[src/rtl/mult_ctrl_param.sv]
// -----------------------------------------------------------------------------
// mult_ctrl_param
//
// Control unit for an iterative shift-add multiplier datapath built from an
// A:B register pair, an X sign/carry flop and a (WIDTH+1)-bit adder/subtractor.
// A bit counter walks the WIDTH iterations, so one set of states covers any
// operand width. Each iteration is an optional OP cycle (add or subtract S
// into A when the multiplier LSB is 1) followed by a SHIFT cycle.
//
// In signed mode the last iteration subtracts instead of adds, because the
// MSB of a two's-complement multiplier carries negative weight. In unsigned
// mode X holds the adder carry-out and the shift fills from it.
//
// With SKIP_ZERO=1, an iteration whose multiplier bit is 0 goes straight to
// SHIFT and saves one cycle.
//
// Parameters:
//   WIDTH      operand width / iteration count (2..32)
//   SKIP_ZERO  1 = skip the OP cycle when M=0
//
// Ports:
//   Clk           in   rising-edge clock
//   Reset         in   synchronous, active-high reset
//   ClearA_LoadB  in   active-low: clear A/X and load B (IDLE only)
//   Run           in   active-low: start a multiply (IDLE only)
//   Signed_Mode   in   1 = two's-complement, 0 = unsigned; captured in CLR
//   M             in   multiplier LSB from the datapath
//   Ld_B          out  clear A and X, load B
//   Clr_XA        out  clear X and A at the start of a run
//   Add           out  A <= A + S
//   Sub           out  A <= A - S (signed mode, last iteration only)
//   Shift_En      out  arithmetic right shift of X:A:B
//   Busy          out  high from CLR through the last SHIFT
//   Done          out  high in HOLD, until Run is released
//   Count         out  current iteration index
// -----------------------------------------------------------------------------
module mult_ctrl_param #(
    parameter int WIDTH     = 8,
    parameter int SKIP_ZERO = 0
) (
    input  logic                     Clk,
    input  logic                     Reset,
    input  logic                     ClearA_LoadB,
    input  logic                     Run,
    input  logic                     Signed_Mode,
    input  logic                     M,
    output logic                     Ld_B,
    output logic                     Clr_XA,
    output logic                     Add,
    output logic                     Sub,
    output logic                     Shift_En,
    output logic                     Busy,
    output logic                     Done,
    output logic [$clog2(WIDTH)-1:0] Count
);

    localparam int CW = $clog2(WIDTH);
    localparam logic [CW-1:0] LAST = CW'(WIDTH - 1);

    typedef enum logic [2:0] {
        IDLE,
        LOAD,
        CLR,
        OP,
        SHIFT,
        HOLD
    } state_t;

    state_t state, state_next;
    logic   mode_q;
    logic   last_iter;
    logic   skip_op;

    assign last_iter = (Count == LAST);

    // Skipping is decided from M as the datapath currently presents it.
    // During SHIFT, that is the bit that will be at B[0] after this shift.
    assign skip_op = (SKIP_ZERO != 0) && !M;

    // ------------------------------------------------------------------
    // State, iteration counter and captured mode
    // ------------------------------------------------------------------
    always_ff @(posedge Clk) begin
        if (Reset) begin
            state  <= IDLE;
            Count  <= '0;
            mode_q <= 1'b0;
        end else begin
            state <= state_next;
            if (state == CLR) begin
                Count  <= '0;
                // Mode is frozen for the whole run.
                mode_q <= Signed_Mode;
            end else if (state == SHIFT && !last_iter) begin
                Count <= Count + CW'(1);
            end
        end
    end

    // ------------------------------------------------------------------
    // Next state
    // ------------------------------------------------------------------
    always_comb begin
        state_next = state;
        unique case (state)
            IDLE: begin
                // Load takes priority when both buttons are pressed.
                if (!ClearA_LoadB)
                    state_next = LOAD;
                else if (!Run)
                    state_next = CLR;
            end
            LOAD:
                state_next = IDLE;
            CLR:
                state_next = skip_op ? SHIFT : OP;
            OP:
                state_next = SHIFT;
            SHIFT: begin
                // The last shift always leaves, so Count never wraps.
                if (last_iter)
                    state_next = HOLD;
                else
                    state_next = skip_op ? SHIFT : OP;
            end
            HOLD: begin
                // Wait for Run to be released, so one press gives one multiply.
                if (Run)
                    state_next = IDLE;
            end
            default:
                state_next = IDLE;
        endcase
    end

    // ------------------------------------------------------------------
    // Outputs: Moore, except Add/Sub, which follow M while in OP
    // ------------------------------------------------------------------
    always_comb begin
        Ld_B     = 1'b0;
        Clr_XA   = 1'b0;
        Add      = 1'b0;
        Sub      = 1'b0;
        Shift_En = 1'b0;
        Busy     = 1'b0;
        Done     = 1'b0;
        unique case (state)
            IDLE: ;
            LOAD:
                Ld_B = 1'b1;
            CLR: begin
                Clr_XA = 1'b1;
                Busy   = 1'b1;
            end
            OP: begin
                Busy = 1'b1;
                if (M) begin
                    // In signed mode the multiplier MSB has weight -2^(WIDTH-1).
                    if (mode_q && last_iter)
                        Sub = 1'b1;
                    else
                        Add = 1'b1;
                end
            end
            SHIFT: begin
                Shift_En = 1'b1;
                Busy     = 1'b1;
            end
            HOLD:
                Done = 1'b1;
            default: ;
        endcase
    end

endmodule

[config.mk]
export PLATFORM = sky130hd
export DESIGN_NAME = mult_ctrl_param
export DESIGN_NICKNAME = d
export VERILOG_FILES = /design/src/rtl/mult_ctrl_param.sv
export SDC_FILE = /design/constraint.sdc
export NUM_CORES = 1
export LEC_CHECK = 0
export BUFFER_PORTS_ARGS = -buffer_cell sky130_fd_sc_hd__buf_4
export CORE_AREA = 2 2 39 41
export DETAILED_ROUTE_END_ITERATION = 10
export DIE_AREA = 0 0 41 43
export GPL_TIMING_DRIVEN = 0
export SLEW_MARGIN = 20
export SYNTH_ARGS = -nofsm -noshare
export SYNTH_HDL_FRONTEND = slang
export SYNTH_SLANG_ARGS = --single-unit
[constraint.sdc]
create_clock -name Clk -period 1.83 [get_ports Clk]
set_clock_uncertainty 0.05 [all_clocks]
set_input_delay 0.366 -clock Clk [delete_from_list [all_inputs] [get_ports Clk]]
set_output_delay 0.366 -clock Clk [all_outputs]
set_load 0.01 [all_outputs]
---- Yosys cells after proc, flatten, opt, wreduce, memory -nomap -nowiden ----
Index checks and enable logic that the tools add are counted.
storage, ports and cells
  bits in registers ....................... 7
  bits of input ports ..................... 6
  output and inout bits ................... 10
  word-level logic and storage cells ...... 35
cells by class
  add/subtract/negate cells ............... 1
  eq/ne operators ......................... 8
  mux-type cells .......................... 16
  reduce and logical (&&, ||, !) cells .... 7
operators with widths
  operator             number
  $pmux 3 s5           1
  $mux 3               4
  $mux 1               11
  $eq 3x3->1 const B   3
  $eq 3x2->1 const B   2
  $add 3x1->3 const B  1
  $eq 3x1->1 const B   1
  $logic_not 3->1      1
  $ne 3x3->1 const B   1
  $reduce_or 3->1      1
  $logic_and 1x1->1    2
  $ne 2x2->1 const B   1
  $reduce_and 2->1     1
  $reduce_or 2->1      1
  $logic_not 1->1      1

---- Depth between registers and ports, before layout ----
Gate-level depths: netlist of run 1.
  depth in word-level cells ............... 5
  gate-level depth with buffers ........... 5
  mapped depth without buffers ............ 5

---- Worst setup path after synthesis of run 1 ----
Ideal clock, no wire load.
  path kind ............................... register -> register
  start point ............................. register Count[0]
  end point ............................... register Count[1]
  library setup time ...................... 0.114 ns
  arrival time ............................ 1.342 ns
  data required time ...................... 1.666 ns
  setup slack ............................. 0.323 ns
  stages on the path, launching flop included .. 6
  path buffers ............................ 0
  period minus slack after synthesis ...... 1.507 ns
  cells stage by stage .................... dfxtp_1 ha_1 ha_1 nor4b_4 mux2i_1 nor2_1
on the way
  cells in the longest elaborated chain, start to end .. 3
  elaborated cells on any way between the ends .. 4
  those cells by class .................... add/sub (1); eq/ne (1); reduce/logical (2)
RTL lines
  element                                                              line  text
  from (decl)                                                          54    output logic [$clog2(WIDTH)-1:0] Count
  from (signal assigned)                                               95    Count <= Count + CW'(1);
  parallel branches: the longest is 3 deep, another holds $add 3x1->3  -
Parallel ways; which one is timed is not known.
A chain may end at the register's enable or synchronous reset.

---- Worst setup path after layout of run 1 ----
  start point ............................. register state[0]
  end point ............................... output port Add
on the way
  cells in the longest elaborated chain, start to end .. 2
RTL lines
  element                 line  text
  from (decl)             69    state_t state, state_next;
  from (signal assigned)  89    state <= state_next;
  $eq 3x2->1              147   unique case (state)
  $mux 1                  147
  to (decl)               49    output logic Add,
Every way passes these cells.

==> results of run 1 <==
logic make-up (layout without fill, tap and decap cells):
kind of cell	Yosys count	after routing
DFF	7	7
AOI/OAI and AO/OA	9	9
adders and majority gates	2	2
muxes	3	3
buffers and inverters	3	22
xor gates and xnor gates	1	1
and+or+nand+nor	23	23
timing repair:
action / 4_1_cts / 5_1_grt
setup endpoints to repair: 2 / 2
resized for setup: 2 / 3
pin swaps: 0 / 0
buffers inserted: 0 / 0
state kept, by name, indices dropped and copies added, names as in the netlist:
signal  cells
Count       3
state       3
mode_q      1
layout make-up:
class,instances,area (µm²)
fill,146,775.7
sequential,7,141.4
timing repair buffer,15,112.6
tap,16,20.02
inverter,1,3.754
clock buffer,4,26.28
multi-input combinational,38,285.3
buffer,2,18.77
power by group:
part | internal, µW | total (µW) | switching, µW
combinational | 49.0 | 87.3 | 38.3
sequential | 161 | 172 | 11.2
clock | 82.9 | 134 | 51.6
total | 292 | 394 | 101
cell usage in the layout, fill, tap and decap left out, types with 2 or more instances in the layout:
master,instances
a21oi_1,2
nand2_1,2
dfxtp_1,6
buf_4,15
and2_1,2
mux2i_1,3
clkbuf_4,4
nor2b_1,2
nor2_1,9
worst max path at each step:
stage | startpoint | endpoint | slack [ps] | cells past startpoint
final | state[0] | Add | 110 | 5
after floorplan | Count[0] | Count[1] | 320 | 5
after global placement | state[0] | Add | 200 | 5
after global routing | state[0] | Add | 20 | 5
after detailed placement | state[0] | Add | 200 | 5
after CTS | Count[0] | Sub | 50 | 5
cells in the mapped netlist (2+ instances only):
library cell / number / area, µm²
a21oi_1: 2 / 10.01
dfxtp_1: 7 / 140.1
nor2_1: 9 / 33.78
mux2i_1: 3 / 30.03
and2_1: 2 / 12.51
nand2_1: 2 / 7.510
nor2b_1: 3 / 18.77
ha_1: 2 / 25.02
metrics by stage:
stage	cells	setup slack [ps]	instance area, µm²	hold WS [ps]
2_1_floorplan	48	323.4	435.4	382.2
3_3_place_gp	79	203.6	568.0	467.7
3_5_place_dp	79	203.6	568.0	474.2
4_1_cts	83	45.68	598.1	261.3
5_1_grt	83	16.14	608.1	249.0
6_report	83	106.6	608.1	269.0
metal layers:
layer,GRT usage (%),vias up
li1,-,208
met1,15.81,182
met2,19.38,9
met3,7.853,0
met4,4.000,0
met5,0,-
==> flow_metrics.py, run 1 <==
metrics = {
    "power": {
        "power_uw": 393.5,
        "peakVddDrop_uv": 300.8,
        "power_density_mw_per_mm2": 647.1,
        "power_leakage_uw": 0.0002633,
    },
    "detailed_routing": {
        "drt-met1-wl_um": 372,
        "wire_per_inst_um": 10.83,
        "totalWireLength_um": 899,
        "vias_per_cell": 4.807,
        "vias": 399,
        "met3_length_um": 53,
        "routed.top_layer": "met3",
        "first_pass_iters": 4,
        "ant_nets": 0,
        "wl_met2_um": 473,
        "first_iter_violations": 8,
        "drc": 0,
    },
    "floorplanning": {
        "core_mm2": 0.001384,
        "die_w_um": 41,
        "start_util_pct": 31.46,
        "die-area_mm2": 0.001763,
        "pin_count": 16,
        "die_height_um": 43,
        "num_rows": 14,
    },
    "synthesis": {
        "yosysSeqAreaShare_pct": 32.18,
        "async_flop_share_pct": 0,
        "syn_nets": 56,
        "synth_xor_area_share_pct": 2.011,
        "ys_types": 26,
        "synth_fa_ha_area_share_pct": 5.747,
        "synth_compound_area_share_pct": 16.09,
        "ys.flop_type": "dfxtp_1",
        "avgSynthCellArea_um2": 9.071,
        "synth-edff-count": 0,
        "synth.yosys.warnings": 0,
        "synth-seq-cells": 7,
        "synth_mux_area_share_pct": 6.897,
        "yosys.area_share.simple_pct": 32.47,
        "syn_inst": 48,
        "syn_area_um2": 435.4,
        "synth_top_family_by_area": "simple AND/OR/NAND/NOR gates",
    },
    "critical_path": {
        "r2r_setup_slack_ps": 310,
        "crit_fanout": 10,
        "cp-end-kind": "output port",
        "critPathSlowestCell": "dfxtp_2",
        "startpoint_type": "register",
        "max_stage_delay_ps": 370,
        "path_cells": "buf_6 -> nor2b_4 -> nand3_1 -> a21oi_1 -> buf_4",
        "r2r_cells": 5,
        "critPathRequiredTime_ps": 1410,
        "path_class": "register to output port",
        "crit_family": "flip-flops",
        "r2r_start": "Count[0]",
        "cp_num_buf_inv": 2,
        "rr_endpoint": "Count[2]",
        "cp.arrival_ps": 1310,
    },
    "placed_design": {
        "dp_hpwl_um": 726.3,
        "routabilityCongestion": 0.7019,
        "port_buffers": 15,
    },
    "global_routing": {
        "antenna_found_initial": 0,
        "grt_pass1_vias": 365,
        "grt_remaining_overflow": 0,
        "grt_max_degree": 11,
        "grt_pass1_wl_um": 1580,
        "grt_use_total_pct": 13.27,
    },
    "timing": {
        "fin_crit_sh_pct": 94.17,
        "report.final.setup_viol": 0,
        "fin_tns_setup_ps": 0,
        "slew_headroom_pct": 78.27,
        "hold_viol": 0,
        "layout_min_cycle_time_ps": 1723,
        "worstMarginPinSlew_ps": 324.6,
        "timing.fmax_mhz": 580.2,
        "rsz0062_at_grt": "false",
        "slew_violations": 0,
    },
    "clock_network": {
        "root_buffer": "clkbuf_4",
        "clkSlewWorstSetupHoldPaths_ps": 50,
        "cts_inserted_buffers": 3,
        "cts_buffer_depth": 2,
        "hold_buffers": 0,
        "cts_tree": "built",
        "h-tree-depth": 1,
        "cts.sinks": 7,
        "clock_latency_ps": 240,
    },
    "min_path": {
        "min_to": "state[1]",
        "hp-start": "Reset",
        "min_path_type": "input pin to register",
        "hold_depth": 2,
    },
    "final_layout": {
        "final_core_util_pct": 43.94,
        "finalNetCount": 76,
        "area_growth_pct": 39.65,
        "layout-drive-gt1-share_pct": 43.28,
        "insertedDiodeCount": 0,
    },
    "outcome": {
        "status": "finished, final reports clean",
    },
    "job": {
        "maxCapViolCount": 0,
    },
}
Power figures use the tool's default switching activity.
==> run 2, diff against run 1 <==
Settings changed: CELL_PAD_IN_SITES_DETAIL_PLACEMENT from default to 1, CELL_PAD_IN_SITES_GLOBAL_PLACEMENT from default to 1, CORE_AREA 2 2 39 41 to default, CORE_UTILIZATION from default to 32, DIE_AREA 0 0 41 43 to default, PLACE_DENSITY_LB_ADDON from default to 0.1.
==> run 2 against run 1 <==
Clock-buffer cell count stayed put. Fmax is 1.7% lower. Routed wire length is 23% higher. Highest routed layer is now met4.
==> flow_metrics.py, run 2 (synthesis results as in run 1) <==
metrics = {
    "floorplanning": {
        "core_mm2": 0.001186,
        "start_util_pct": 36.71,
        "die_height_um": 38.89,
        "num_rows": 12,
        "die_w_um": 38.89,
        "die-area_mm2": 0.001512,
        "pin_count": 16,
    },
    "final_layout": {
        "layout.cells.non_filler": 81,
        "fillers": 150,
        "insertedDiodeCount": 0,
        "layout-drive-gt1-share_pct": 46.27,
        "final_common_cell": "buf_4",
        "area_growth_pct": 42.53,
        "finalNetCount": 76,
        "largest_registers": "Count (3), state (3), mode_q (1)",
        "final_cell_mix": "15 x buf_4, 9 x nor2_1, 5 x dfxtp_1",
    },
    "power": {
        "power_uw": 409.3,
        "power_leakage_uw": 0.0002644,
        "peakVddDrop_uv": 403.1,
        "power_density_mw_per_mm2": 659.6,
    },
    "critical_path": {
        "crit_fanout": 8,
        "cp_num_buf_inv": 1,
        "max_stage_delay_ps": 520,
        "critPathSlowestCell": "dfxtp_1",
        "r2r_setup_slack_ps": 280,
        "crit_family": "flip-flops",
        "path_class": "register to output port",
        "cp.arrival_ps": 1340,
        "critPathRequiredTime_ps": 1410,
        "path_cells": "and2b_2 -> and2_1 -> buf_4",
        "cp-end-kind": "output port",
        "startpoint_type": "register",
    },
    "placed_design": {
        "place_inst": 77,
        "routabilityCongestion": 0.6855,
        "place_ws_ps": 197.7,
        "port_buffers": 15,
        "dp_hpwl_um": 810.4,
    },
    "outcome": {
        "status": "finished, final reports clean",
    },
    "detailed_routing": {
        "ant_nets": 0,
        "first_iter_violations": 1,
        "wire_per_inst_um": 13.67,
        "vias_per_cell": 5.296,
        "first_pass_iters": 2,
        "vias": 429,
        "drc": 0,
        "totalWireLength_um": 1107,
    },
    "clock_network": {
        "root_buffer": "clkbuf_4",
        "clkSlewWorstSetupHoldPaths_ps": 60,
        "cts_buffer_depth": 2,
        "clock_latency_ps": 260,
        "h-tree-depth": 1,
        "cts_inserted_buffers": 3,
        "hold_buffers": 0,
        "cts_tree": "built",
        "cts.sinks": 7,
        "post_cts_buffers": 0,
    },
    "timing": {
        "worstMarginPinSlew_ps": 340.6,
        "slew_violations": 0,
        "fin_crit_sh_pct": 95.84,
        "slew_headroom_pct": 77.20,
        "layout_min_cycle_time_ps": 1754,
        "finalWorstSetupSlack_ps": 76.10,
        "fin_tns_setup_ps": 0,
        "hold_viol": 0,
        "report.final.setup_viol": 0,
        "timing.fmax_mhz": 570.2,
    },
    "global_routing": {
        "grt_pass1_vias": 384,
        "grt_remaining_overflow": 0,
        "grt_max_degree": 11,
        "grt_pass1_wl_um": 1718,
        "grt_use_total_pct": 17.58,
        "antenna_found_initial": 0,
    },
    "job": {
        "maxCapViolCount": 0,
    },
    "min_path": {
        "min_path_type": "input pin to register",
    },
}
run 2: cell types whose count changed in the layout (fill, tap and decap cells not counted), sizes merged:
cell	before	now
clkbuf	5	4
buf	16	17
run 2: path summary, 6_finish.rpt:
check,from,end,cells after the start
hold / removal,Reset,state[1],2
hold reg to reg,Count[0],Count[0],2
setup / recovery,state[1],Done,3
setup reg to reg,Count[0],Count[2],5
run 2: repair_timing:
| item | 4_1_cts | 5_1_grt |
|---|---|---|
| gates resized for setup | 2 | 6 |
| pin swaps | 0 | 1 |
| endpoints found under the setup margin | 2 | 2 |
run 2: routing by layer:
| metal | wire [µm] | up-vias | track usage (%) |
|---|---|---|---|
| met3 | 59 | 4 | 5.780 |
| li1 | - | 208 | - |
| met2 | 511 | 15 | 25.83 |
| met4 | 23 | 0 | 10.34 |
| met5 | 0 | - | 0 |
| met1 | 513 | 202 | 21.95 |
run 2: through the flow:
step                hold WS (ps)  util (%)  area [µm²]
global placement           458.8     47.68       565.5
global route               253.3     52.32       620.6
detailed placement         470.4     47.68       565.5
floorplan                  382.2         -       435.4
finish                     249.6     52.32       620.6
CTS                        248.9     50.21       595.6
run 2: power breakdown:
group	internal [µW]	switching, µW
logic	48.9	40.2
clock network	83.7	64.0
registers	160	12.3
run 2: layout make-up:
type	count	area, µm²	share of cell area, %
flip-flops and latches	7	145.1	23.39
multi-input cells	38	299.0	48.19
clock buffers	4	26.28	4.234
inverters	1	3.754	0.6048
repair buffers	15	112.6	18.15
plain buffers	2	16.27	2.621
well taps	14	17.52	2.823
==> run 3, diff against run 2 <==
Settings changed: CORE_AREA from default to 2 2 39 41, CORE_UTILIZATION 32 to default, CTS_BUF_LIST from default to sky130_fd_sc_hd__clkbuf_8, DIE_AREA from default to 0 0 41 43.
==> run 3 against run 2 <==
Sequential cell count stayed put. Clock power increased by 47%. Via count shrank 6.3%. First-iteration DRC count fell by 100%. Sequential share of layout area fell by 0.93 points. Worst hold slack better by 32 ps. Non-clock buffer count unchanged. Global-route usage is 3.0 points lower. Cell count is 2.5% higher. Final area up 3.2%. Die area increased by 17%. Critical endpoint unchanged. Largest power group is now clock.
==> flow_metrics.py, run 3 (synthesis results as in run 1) <==
metrics = {
    "outcome": {
        "status": "finished, final reports clean",
    },
    "critical_path": {
        "max_stage_delay_ps": 510,
        "cp-end-kind": "output port",
        "startpoint_type": "register",
        "path_cells": "and2b_2 -> and2_1 -> buf_4",
        "cp.arrival_ps": 1300,
        "cp_num_buf_inv": 1,
        "path_class": "register to output port",
        "critPathRequiredTime_ps": 1410,
        "crit_fanout": 8,
        "crit_family": "flip-flops",
        "critPathSlowestCell": "dfxtp_1",
    },
    "detailed_routing": {
        "drc": 0,
        "vias_per_cell": 4.843,
        "first_iter_violations": 0,
        "totalWireLength_um": 1018,
        "vias": 402,
        "first_pass_iters": 1,
        "ant_nets": 0,
        "wire_per_inst_um": 12.27,
    },
    "timing": {
        "timing.fmax_mhz": 583.7,
        "rsz0062_at_grt": "false",
        "layout_min_cycle_time_ps": 1713,
        "report.final.setup_viol": 0,
        "worstMarginPinSlew_ps": 333.6,
        "fin_tns_setup_ps": 0,
        "hold_viol": 0,
        "fin_crit_sh_pct": 93.61,
        "slew_violations": 0,
        "slew_headroom_pct": 77.73,
    },
    "floorplanning": {
        "core_mm2": 0.001384,
        "num_rows": 14,
        "start_util_pct": 31.46,
        "die_w_um": 41,
        "die_height_um": 43,
        "pin_count": 16,
        "die-area_mm2": 0.001763,
    },
    "power": {
        "netSwitchingPower_uw": 123.7,
        "switching_share_pct": 25.84,
        "power_uw": 478.9,
        "p_seq_share_pct": 36.1,
        "clockPowerShare_pct": 45.4,
        "power_leakage_uw": 0.0002758,
        "power_density_mw_per_mm2": 747.6,
        "internal_power_uw": 355.2,
        "peakVddDrop_uv": 418.1,
        "p_comb_share_pct": 18.5,
    },
    "final_layout": {
        "finalNetCount": 76,
        "layout-drive-gt1-share_pct": 44.78,
        "insertedDiodeCount": 0,
        "final_cell_mix": "15 x buf_4, 9 x nor2_1, 6 x dfxtp_1",
        "area_growth_pct": 47.13,
        "final_common_cell": "buf_4",
        "largest_registers": "Count (3), state (3), mode_q (1)",
    },
    "global_routing": {
        "grt_pass1_wl_um": 1704,
        "grt_use_total_pct": 14.62,
        "grt_remaining_overflow": 0,
        "grt_pass1_vias": 391,
        "antenna_found_initial": 0,
        "grt_max_degree": 11,
    },
    "clock_network": {
        "clock_latency_ps": 230,
        "cts.sinks": 7,
        "cts_tree": "built",
        "post_cts_buffers": 0,
        "hold_buffers": 0,
        "clkSlewWorstSetupHoldPaths_ps": 40,
        "h-tree-depth": 1,
        "cts_buffer_depth": 2,
        "cts_inserted_buffers": 3,
        "root_buffer": "clkbuf_8",
    },
    "placed_design": {
        "routabilityCongestion": 0.6551,
        "port_buffers": 15,
        "dp_hpwl_um": 760.2,
    },
    "min_path": {
        "min_path_type": "input pin to register",
    },
    "job": {
        "maxCapViolCount": 0,
    },
}
==> run 3: cell count changes in the layout (fill, tap and decap cells not counted) <==
cell / delta
clkbuf_4: -3
clkbuf_8: +3
clkbuf_1: -1
dfxtp_1: +1
dfxtp_2: -1
inv_1: +1
==> run 3: what timing repair did <==
action,in CTS,in global routing
gates resized for setup,1,6
pin swaps,0,1
endpoints found under the setup margin,1,2
==> run 3: cell type report <==
cell class	instances	area, µm²
Clock inverter	1	3.754
Clock buffer	3	41.29
Multi-Input combinational cell	38	299.0
Fill cell	157	743.2
Timing Repair Buffer	15	112.6
Buffer	2	16.27
Tap cell	16	20.02
Inverter	1	3.754
Sequential cell	7	143.9
==> run 3: layer usage <==
metal	up-vias	GRT usage, %	routed length, µm
met5	-	0	0
met4	0	10.00	25
met3	3	3.141	49
met2	11	20.31	467
met1	183	19.22	476
li1	205	-	-
==> run 3: worst paths after layout <==
path / start / endpoint / slack (ps) / cells past startpoint
setup / recovery: state[1] / Done / 120 / 3
hold / removal: Reset / state[1] / 280 / 2
setup reg to reg: Count[0] / Count[1] / 330 / 5
hold reg to reg: Count[1] / Count[1] / 480 / 2
==> run 3: power groups by stage <==
stage	logic, µW	registers (µW)	clock network (µW)
2_1_floorplan	53.8	172	0
3_3_place_gp	85.6	175	0
3_5_place_dp	86.8	175	0
4_1_cts	87.3	173	223
5_1_grt	98.6	174	238
6_report	88.7	173	217
==> run 3: through the flow <==
step	instance area [µm²]	worst slack (ps)	cells	utilization (%)	hold WS [ps]
final	640.6	116.9	83	46.29	282.0
after global routing	640.6	5.471	83	46.29	282.0
after CTS	614.3	32.38	83	44.39	282.2
after detailed placement	568.0	234.8	79	41.05	477.9
after global placement	568.0	232.5	79	41.05	457.1
after floorplan	435.4	323.4	48	-	382.2
